**config.mk**
```make
export PLATFORM = sky130hd
export DESIGN_NAME = nco_cordic
export DESIGN_NICKNAME = d
export VERILOG_FILES = /design/src/rtl/nco_pkg.sv /design/src/rtl/cordic_stage.sv /design/src/rtl/nco_cordic.sv
export SDC_FILE = /design/constraint.sdc
export NUM_CORES = 2
export LEC_CHECK = 0
export BUFFER_PORTS_ARGS = -buffer_cell sky130_fd_sc_hd__buf_2
export CAP_MARGIN = 20
export CORE_MARGIN = 4
export CORE_UTILIZATION = 45
export CTS_BUF_LIST = sky130_fd_sc_hd__clkbuf_8
export DETAILED_ROUTE_END_ITERATION = 8
export PLACE_DENSITY = 0.61
export SETUP_SLACK_MARGIN = 0.02
export SYNTH_ARGS = -nofsm -noshare
export SYNTH_HDL_FRONTEND = slang
export SYNTH_SLANG_ARGS = --single-unit
```
**constraint.sdc**
```tcl
create_clock -name clk -period 24.5 [get_ports clk]
set_clock_uncertainty 0.15 [all_clocks]
set_input_delay 2.45 -clock clk [delete_from_list [all_inputs] [get_ports clk]]
set_output_delay 2.45 -clock clk [all_outputs]
set_load 0.01 [all_outputs]
```
**src/rtl/nco_pkg.sv**
```systemverilog
// nco_pkg: shared constants and constant functions for the CORDIC NCO.
// Angle table, CORDIC gain and start-vector magnitude.
package nco_pkg;

   // CORDIC gain 0.6072529350 held as an integer scaled by 1e10
   localparam longint GAIN_E10 = 64'sd6072529350;
   localparam longint DEC_E10  = 64'sd10000000000;

   // atan(2^-i) / pi * 2^31, i = 0..31 (one half-turn = 2^31)
   localparam longint ATAN_T [32] = '{
      64'sd536870912, 64'sd316933406, 64'sd167458907, 64'sd85004756,
      64'sd42667331,  64'sd21354465,  64'sd10679838,  64'sd5340245,
      64'sd2670163,   64'sd1335087,   64'sd667544,    64'sd333772,
      64'sd166886,    64'sd83443,     64'sd41722,     64'sd20861,
      64'sd10430,     64'sd5215,      64'sd2608,      64'sd1304,
      64'sd652,       64'sd326,       64'sd163,       64'sd81,
      64'sd41,        64'sd20,        64'sd10,        64'sd5,
      64'sd3,         64'sd1,         64'sd1,         64'sd0
   };

   // atan_i = round(atan(2^-i) * 2^(w-1) / pi), w <= 32
   function automatic int atan_lut(input int i, input int w);
      longint t;
      t = ATAN_T[i];
      if (w < 32)
         t = (t + (longint'(1) << (31 - w))) >>> (32 - w);
      return int'(t);
   endfunction

   // Kc = round((2^(dw-1) - 2) * 0.6072529350)
   function automatic int kc_calc(input int dw);
      longint a;
      a = (longint'(1) << (dw - 1)) - 2;
      return int'((a * GAIN_E10 + DEC_E10 / 2) / DEC_E10);
   endfunction

endpackage

```
**src/rtl/cordic_stage.sv**
```systemverilog
// cordic_stage: one registered CORDIC micro-rotation.
// Direction follows the sign of the residual angle z.
module cordic_stage #(
   parameter int XW    = 18,
   parameter int ZW    = 16,
   parameter int SHIFT = 0,
   parameter int ATAN  = 0
) (
   input  logic          clk,
   input  logic          reset,
   input  logic [XW-1:0] x_i,
   input  logic [XW-1:0] y_i,
   input  logic [ZW-1:0] z_i,
   output logic [XW-1:0] x_o,
   output logic [XW-1:0] y_o,
   output logic [ZW-1:0] z_o
);

   localparam logic [ZW-1:0] ATAN_Z = ZW'(ATAN);

   logic [XW-1:0] xs, ys;
   logic [XW-1:0] x_d, x_q;
   logic [XW-1:0] y_d, y_q;
   logic [ZW-1:0] z_d, z_q;

   // shift-and-add rotation toward z = 0
   always_comb begin
      xs = XW'($signed(x_i) >>> SHIFT);
      ys = XW'($signed(y_i) >>> SHIFT);
      if (!z_i[ZW-1]) begin
         x_d = x_i - ys;
         y_d = y_i + xs;
         z_d = z_i - ATAN_Z;
      end else begin
         x_d = x_i + ys;
         y_d = y_i - xs;
         z_d = z_i + ATAN_Z;
      end
   end

   // stage register, cleared asynchronously
   always_ff @(posedge clk or posedge reset) begin
      if (reset) begin
         x_q <= '0;
         y_q <= '0;
         z_q <= '0;
      end else begin
         x_q <= x_d;
         y_q <= y_d;
         z_q <= z_d;
      end
   end

   assign x_o = x_q;
   assign y_o = y_q;
   assign z_o = z_q;

endmodule

```
**src/rtl/nco_cordic.sv**
```systemverilog
// nco_cordic: pipelined CORDIC phase-to-cos/sin converter.
// Pre-rotation register, then one register per micro-rotation.
module nco_cordic
   import nco_pkg::*;
#(
   parameter int width  = 16,
   parameter int dwidth = 16,
   parameter int stages = 16
) (
   input  logic              reset,
   input  logic              clk,
   input  logic [width-1:0]  phase,
   input  logic              in_valid,
   output logic [dwidth-1:0] cos_out,
   output logic [dwidth-1:0] sin_out,
   output logic              out_valid
);

   // two fractional guard bits below the output LSB
   localparam int XW = dwidth + 2;
   localparam int KC = kc_calc(dwidth);
   localparam logic [XW-1:0] KC4 = XW'(KC * 4);

   localparam logic signed [XW:0] RND  = (XW+1)'(2);
   localparam logic signed [XW:0] SMAX = (XW+1)'((1 << (dwidth-1)) - 1);
   localparam logic signed [XW:0] SMIN = -SMAX;

   logic             flip;
   logic [XW-1:0]    x0_d, x0_q;
   logic [XW-1:0]    y0_d, y0_q;
   logic [width-1:0] z0_d, z0_q;
   logic [stages:0]  vld_q;

   logic [XW-1:0]    xs [stages+1];
   logic [XW-1:0]    ys [stages+1];
   logic [width-1:0] zs [stages+1];
   logic [width-1:0] z_unused;

   // drop guard bits with round-half-up, clamp to +/-(2^(dw-1)-1)
   function automatic logic [dwidth-1:0] rnd_sat(input logic [XW-1:0] v);
      logic signed [XW:0] r;
      logic [dwidth-1:0]  o;
      r = ($signed({v[XW-1], v}) + RND) >>> 2;
      if (r > SMAX)
         o = dwidth'(SMAX);
      else if (r < SMIN)
         o = dwidth'(SMIN);
      else
         o = dwidth'(r);
      return o;
   endfunction

   // fold |angle| > pi/2 into the right half-plane by a pi rotation
   always_comb begin
      flip = phase[width-1] ^ phase[width-2];
      x0_d = flip ? -KC4 : KC4;
      y0_d = '0;
      z0_d = flip ? {~phase[width-1], phase[width-2:0]} : phase;
   end

   // pre-rotation register and valid shift register
   always_ff @(posedge clk or posedge reset) begin
      if (reset) begin
         x0_q  <= '0;
         y0_q  <= '0;
         z0_q  <= '0;
         vld_q <= '0;
      end else begin
         x0_q  <= x0_d;
         y0_q  <= y0_d;
         z0_q  <= z0_d;
         vld_q <= {vld_q[stages-1:0], in_valid};
      end
   end

   assign xs[0] = x0_q;
   assign ys[0] = y0_q;
   assign zs[0] = z0_q;

   for (genvar g = 0; g < stages; g++) begin : g_stage
      cordic_stage #(
         .XW    (XW),
         .ZW    (width),
         .SHIFT (g),
         .ATAN  (atan_lut(g, width))
      ) u_stage (
         .clk   (clk),
         .reset (reset),
         .x_i   (xs[g]),
         .y_i   (ys[g]),
         .z_i   (zs[g]),
         .x_o   (xs[g+1]),
         .y_o   (ys[g+1]),
         .z_o   (zs[g+1])
      );
   end

   // final residual angle is not needed downstream
   assign z_unused = zs[stages];

   // output scaling from the last stage
   always_comb begin
      cos_out   = rnd_sat(xs[stages]);
      sin_out   = rnd_sat(ys[stages]);
      out_valid = vld_q[stages];
   end

endmodule

```
# Word level (Yosys, flattened, before mapping)
# Cells that the tools add are included.
# totals
ff_bits,867
latch_bits,0
ram_bits,0
rom_bits,0
memories,0
# op_classes
n_addsub,93
n_mul,0
div,0
n_lt_le_gt_ge,4
n_eq_ne,0
shift,0
muxes,52
bitwise_logic,2
n_reduce_logical,0
# op_table
op,n
$mux 18,32
$add 18x18->18,30
$sub 18x18->18,30
$mux 16,20
$add 18x3->19 const B,2
$gt 17x16->1 const B,2
$lt 17x16->1 const B,2
$add 16x1->16 const B,2
$sub 16x1->16 const B,2
$sub 1x18->18 const A,1
$add 16x10->16 const B,1
$add 16x11->16 const B,1
$add 16x12->16 const B,1
$add 16x13->16 const B,1
$add 16x14->16 const B,1
$add 16x2->16 const B,1
$add 16x3->16 const B,1
$add 16x4->16 const B,1
$add 16x5->16 const B,1
$add 16x6->16 const B,1
$add 16x7->16 const B,1
$add 16x8->16 const B,1
$add 16x9->16 const B,1
$sub 16x10->16 const B,1
14 further kinds,14

# Depth between registers and ports, before layout
# depth
ltp_word,4
ltp_mapped,16

# By module
# From an unflattened synthesis, not the netlist that was laid out.
# unflattened
hier_cells,7207
area_unflattened_um2,67191.9
# modules_own_cells
mod,instances,cells_each,area_per_inst_um2
cordic_stage at g_stage[0].u_stage,1,494,4411.7
cordic_stage at g_stage[4].u_stage,1,471,4284.1
cordic_stage at g_stage[7].u_stage,1,454,4202.8
cordic_stage at g_stage[5].u_stage,1,460,4191.5
cordic_stage at g_stage[3].u_stage,1,452,4190.3
cordic_stage at g_stage[1].u_stage,1,438,4169.0
cordic_stage at g_stage[14].u_stage,1,444,4131.5
cordic_stage at g_stage[11].u_stage,1,442,4093.9
cordic_stage at g_stage[13].u_stage,1,434,4078.9
cordic_stage at g_stage[6].u_stage,1,442,4076.4
cordic_stage at g_stage[2].u_stage,1,436,4047.6
cordic_stage at g_stage[9].u_stage,1,426,4022.6
cordic_stage at g_stage[8].u_stage,1,421,4001.3
cordic_stage at g_stage[12].u_stage,1,424,3982.6
+3 rows,--,--,--

# Worst setup path before layout
# No wires, ideal clock.
# synth_path
path_type,reg-to-output
from,register g_stage[15].u_stage.y_q[1]
to,output port sin_out[9]
arrival_ns,1.991
path_slack_ns,19.909
stages_incl_launch_ff,11
path_cell_list,dfrtp_1 ha_1 clkbuf_1 and3_1 nand4_1 nor2_1 nor2_1 mux2_2 nand2_1 buf_2 nand3_1
# synth_between
elab_chain_cells,4
elab_cells_between_ends,5
cone_classes,add/sub (1); order compare (2); mux (2)
# synth_rtl
element,line_no,text
"start, declared",cordic_stage.sv:23,"logic [XW-1:0] y_d, y_q;"
"start signal, assigned",cordic_stage.sv:49,y_q <= y_d;
$add 18x3->19 (*),nco_cordic.sv:43,"r = ($signed({v[XW-1], v}) + RND) >>> 2;"
$lt 17x16->1,nco_cordic.sv:46,else if (r < SMIN)
$mux 16,nco_cordic.sv:46,
$mux 16 (*),nco_cordic.sv:44,if (r > SMAX)
"end, declared",nco_cordic.sv:15,"output logic [dwidth-1:0] sin_out,"
# Mark *: on every way between the ends. The rest lies on a longest branch, timed or not.

# Worst setup path in the final report
# layout_path
from,register g_stage[15].u_stage.x_q[3]
to,output port cos_out[0]
# layout_between
elab_chain_cells,4
elab_cells_between_ends,5
cone_classes,add/sub (1); order compare (2); mux (2)
# layout_rtl
element,line_no,text
"start, declared",cordic_stage.sv:22,"logic [XW-1:0] x_d, x_q;"
"start signal, assigned",cordic_stage.sv:44,x_q <= '0;
"start signal, assigned",cordic_stage.sv:48,x_q <= x_d;
$add 18x3->19 (*),nco_cordic.sv:43,
$lt 17x16->1,nco_cordic.sv:46,
$mux 16,nco_cordic.sv:46,
$mux 16 (*),nco_cordic.sv:44,
"end, declared",nco_cordic.sv:14,"output logic [dwidth-1:0] cos_out,"
# Marked as above.

==> results.md <==
- Final min period: around 5.8 ns
- Worst path slowest cell: nor4_1
- Startpoint Class: flip-flop
- Iteration-0 DRC Markers: 2,323
- Critical-path cell list: nand4_1, nor4_1, nand3_1, a2111oi_0, a41oi_1, o211ai_1, buf_2
- Main flop type after synthesis: dfrtp_1
- Post-CTS Resized: 0
- Die area: approximately 130,000 sq um
- Synth Warn #: 0
- Clk buf depth: 3
- Setup slack after layout: between 15 and 20 ns
- H-tree Lvls: 4
- Final instance area: 63,160 sq um
- Reg clk slew, reported paths: roughly 0.050 ns
- CP arrival: 3.21 ns
- Largest net degree at the start of global routing: between 150 and 200
- Nets: between 7,000 and 8,000
- Total track usage: a little under a fifth
- Syn avg cell area: ~9.5 sq um
- CTS Hold Buffers Added: 0
- Post-CTS Setup Bufs: 0
- Final Hold Fails: 0
- Fmax: 0.1721 GHz
- Final setup fails: 0
- Crit. End Element: output port
- Dpl ws: 18.10 ns
- Max Cap Violations: 0
- Status: completed
- Wire per inst: ~16 um
- Sum Neg Setup Slack: 0 ns
- Initial antenna violation count: 1
- I/O pin cnt: between 50 and 60
- Sequential share of the synthesized area: roughly a third
- Area delta synth->final: 9.487%
- Worst-Skew Late Latency: approximately 0.9 ns
- Syn_nets: ~7,000
- Final hold slack: just under 0.2 ns
- WL final: around 120,000 um
- Slew HR: 29.40%
- Number of CTS-inserted buffers: 146
- Port-buffer cells: roughly 50
- Number of global-route vias before repair: ~43,000
- Initial Utilization: a little under half
- Class of the most critical hold timing path: flip-flop to flip-flop
- Slew @ Worst Pin: ~1.0 ns
- DP HPWL: ~98,000 um
- Synth unique cells: 95
- CP top delay family: simple AND/OR/NAND/NOR gates
- DRC violations left: 0
- First-pass iteration count of the detailed router: 5
- ANT nets after route: 0
- Root buf cell: clkbuf_8
- Clock sinks: 810
- Mapped Area: around 58,000 sq um
- Placer Congestion: 0.8552
- CORE AREA: 127,500 sq um
- Layout cells sized above 1: 6.175%
- EDFF count, synth: 0
- CP Data Required Time: about 22 ns
- Post-DP Area: around 60,000 sq um
- FP Rows: roughly 130
- GRT overflow: 0
- Syn Inst Count: between 6,000 and 7,000
- Final worst-path cycle share: between 20% and 30%
- Die X: 366.0 um
- Critical path class: flip-flop to output port
- CP max FO: 6
- Vias per inst: 5.386
- Share of flip-flops with an asynchronous set or reset: 100.0%
- Via count: 43,060
- Final slew viol count: 0
- First-pass GRT wire length: approximately 210,000 um
- Die span in y: 366.0 um
- CTS tree: built
- #FFs+latches synth: 810
- Buf/Inv on CP: 1
- Slowest stage delay, CP: around 0.66 ns
- Fillcell total: approximately 12,000
- RSZ-0062 raised after global routing: false
==> cell usage after synthesis, types with 56 or more instances <==
master | count | share of area [%]
a21o_1 | 225 | 2.9
o21a_1 | 112 | 1.5
nor3_1 | 166 | 1.4
nor2_1 | 504 | 3.3
nor2b_1 | 95 | 1.0
ha_1 | 766 | 17
nand2_1 | 298 | 1.9
a211oi_1 | 67 | 0.87
o21ai_0 | 293 | 2.5
nand2b_1 | 83 | 0.90
o21bai_1 | 67 | 0.87
a31oi_1 | 72 | 0.78
nand3_1 | 98 | 0.85
dfrtp_1 | 810 | 35
clkbuf_1 | 56 | 0.36
inv_1 | 336 | 2.2
xor2_1 | 272 | 4.1
xnor2_1 | 555 | 8.4
a21oi_1 | 583 | 5.1
==> cells in the final DEF (no fill, tap or decap), drive strengths merged, types with 21 or more instances in the layout <==
cell type    n
xor2       272
inv        376
clkinv      22
or3         40
buf         76
nand3       98
nor4        31
mux2i       32
o211ai      36
nand2      298
nor2       504
a31o        21
nand2b      83
xnor2      555
nor2b       95
mux2        25
a211oi      67
o21ai      326
and3        26
dfrtp      810
a31oi       72
a21oi      588
nor3       167
fa          43
nand4       43
o21a       112
o21bai      67
clkbuf     189
a21o       225
ha         766
==> metal layers <==
metal	wire length [um]	global-route usage, %	part of all wire [%]
met2	62010	33.23	50
met5	0	0	0
met3	3569	2.791	2.9
met4	2611	5.225	2.1
met1	56750	23.63	45
==> through the flow <==
| stage | instances | util [%] |
|---|---|---|
| 2_1_floorplan | 6061 | - |
| 3_3_place_gp | 7731 | 47.04 |
| 3_5_place_dp | 7731 | 47.04 |
| 4_1_cts | 7994 | 49.53 |
| 5_1_grt | 7995 | 49.53 |
| 6_report | 7995 | 49.53 |
==> kinds of logic (layout without fill, tap and decap cells) <==
group	count (synthesis)	count (layout)	synth area share (%)
buffers and inverters	406	677	2.648
adder cells (fa/ha/maj)	809	809	18.11
multiplexers	57	57	1.043
AND/OR/NAND/NOR	1465	1465	12.05
AO/OA/AOI/OAI	1685	1685	18.42
XOR/XNOR	828	828	12.59
other	1	2	0.006500
flip-flops	810	810	35.14
==> worst paths after layout <==
path	from	end	slack [ns]	cells past startpoint
hold / removal	z0_q[7]	g_stage[0].u_stage.z_o[7]	0.20	0
max in group asynchronous	reset	g_stage[6].u_stage.y_o[15]	19.22	6
setup reg to reg	g_stage[6].u_stage.z_o[15]	g_stage[7].u_stage.y_o[17]	19.80	12
setup / recovery	g_stage[15].u_stage.x_o[3]	cos_out[0]	18.69	7
min in group asynchronous	reset	g_stage[15].u_stage.y_o[17]	1.56	2
hold reg to reg	z0_q[7]	g_stage[0].u_stage.z_o[7]	0.20	0
==> area by class of cell <==
cell class / count / area (sq um) / share of cell area, %
multi-input cells: 4845 / 35890 / 56.83
diodes: 1 / 2.502 / 0.003962
clock buffers: 189 / 2601 / 4.118
flip-flops and latches: 810 / 20270 / 32.09
clock inverters: 74 / 576.8 / 0.9132
repair buffers: 76 / 467.9 / 0.7409
well taps: 1662 / 2079 / 3.292
inverters: 338 / 1272 / 2.015
==> flip-flops by register name, indices dropped and copies added, names as in the netlist <==
register	cells
g_stage.u_stage.x_o	271
g_stage.u_stage.y_o	278
g_stage.u_stage.z_o	225
vld_q	17
x0_q	3
z0_q	16
Power is left out: the tool's default activity adds up to more than one toggle a clock period on the data nets, which glitch-free logic cannot reach.
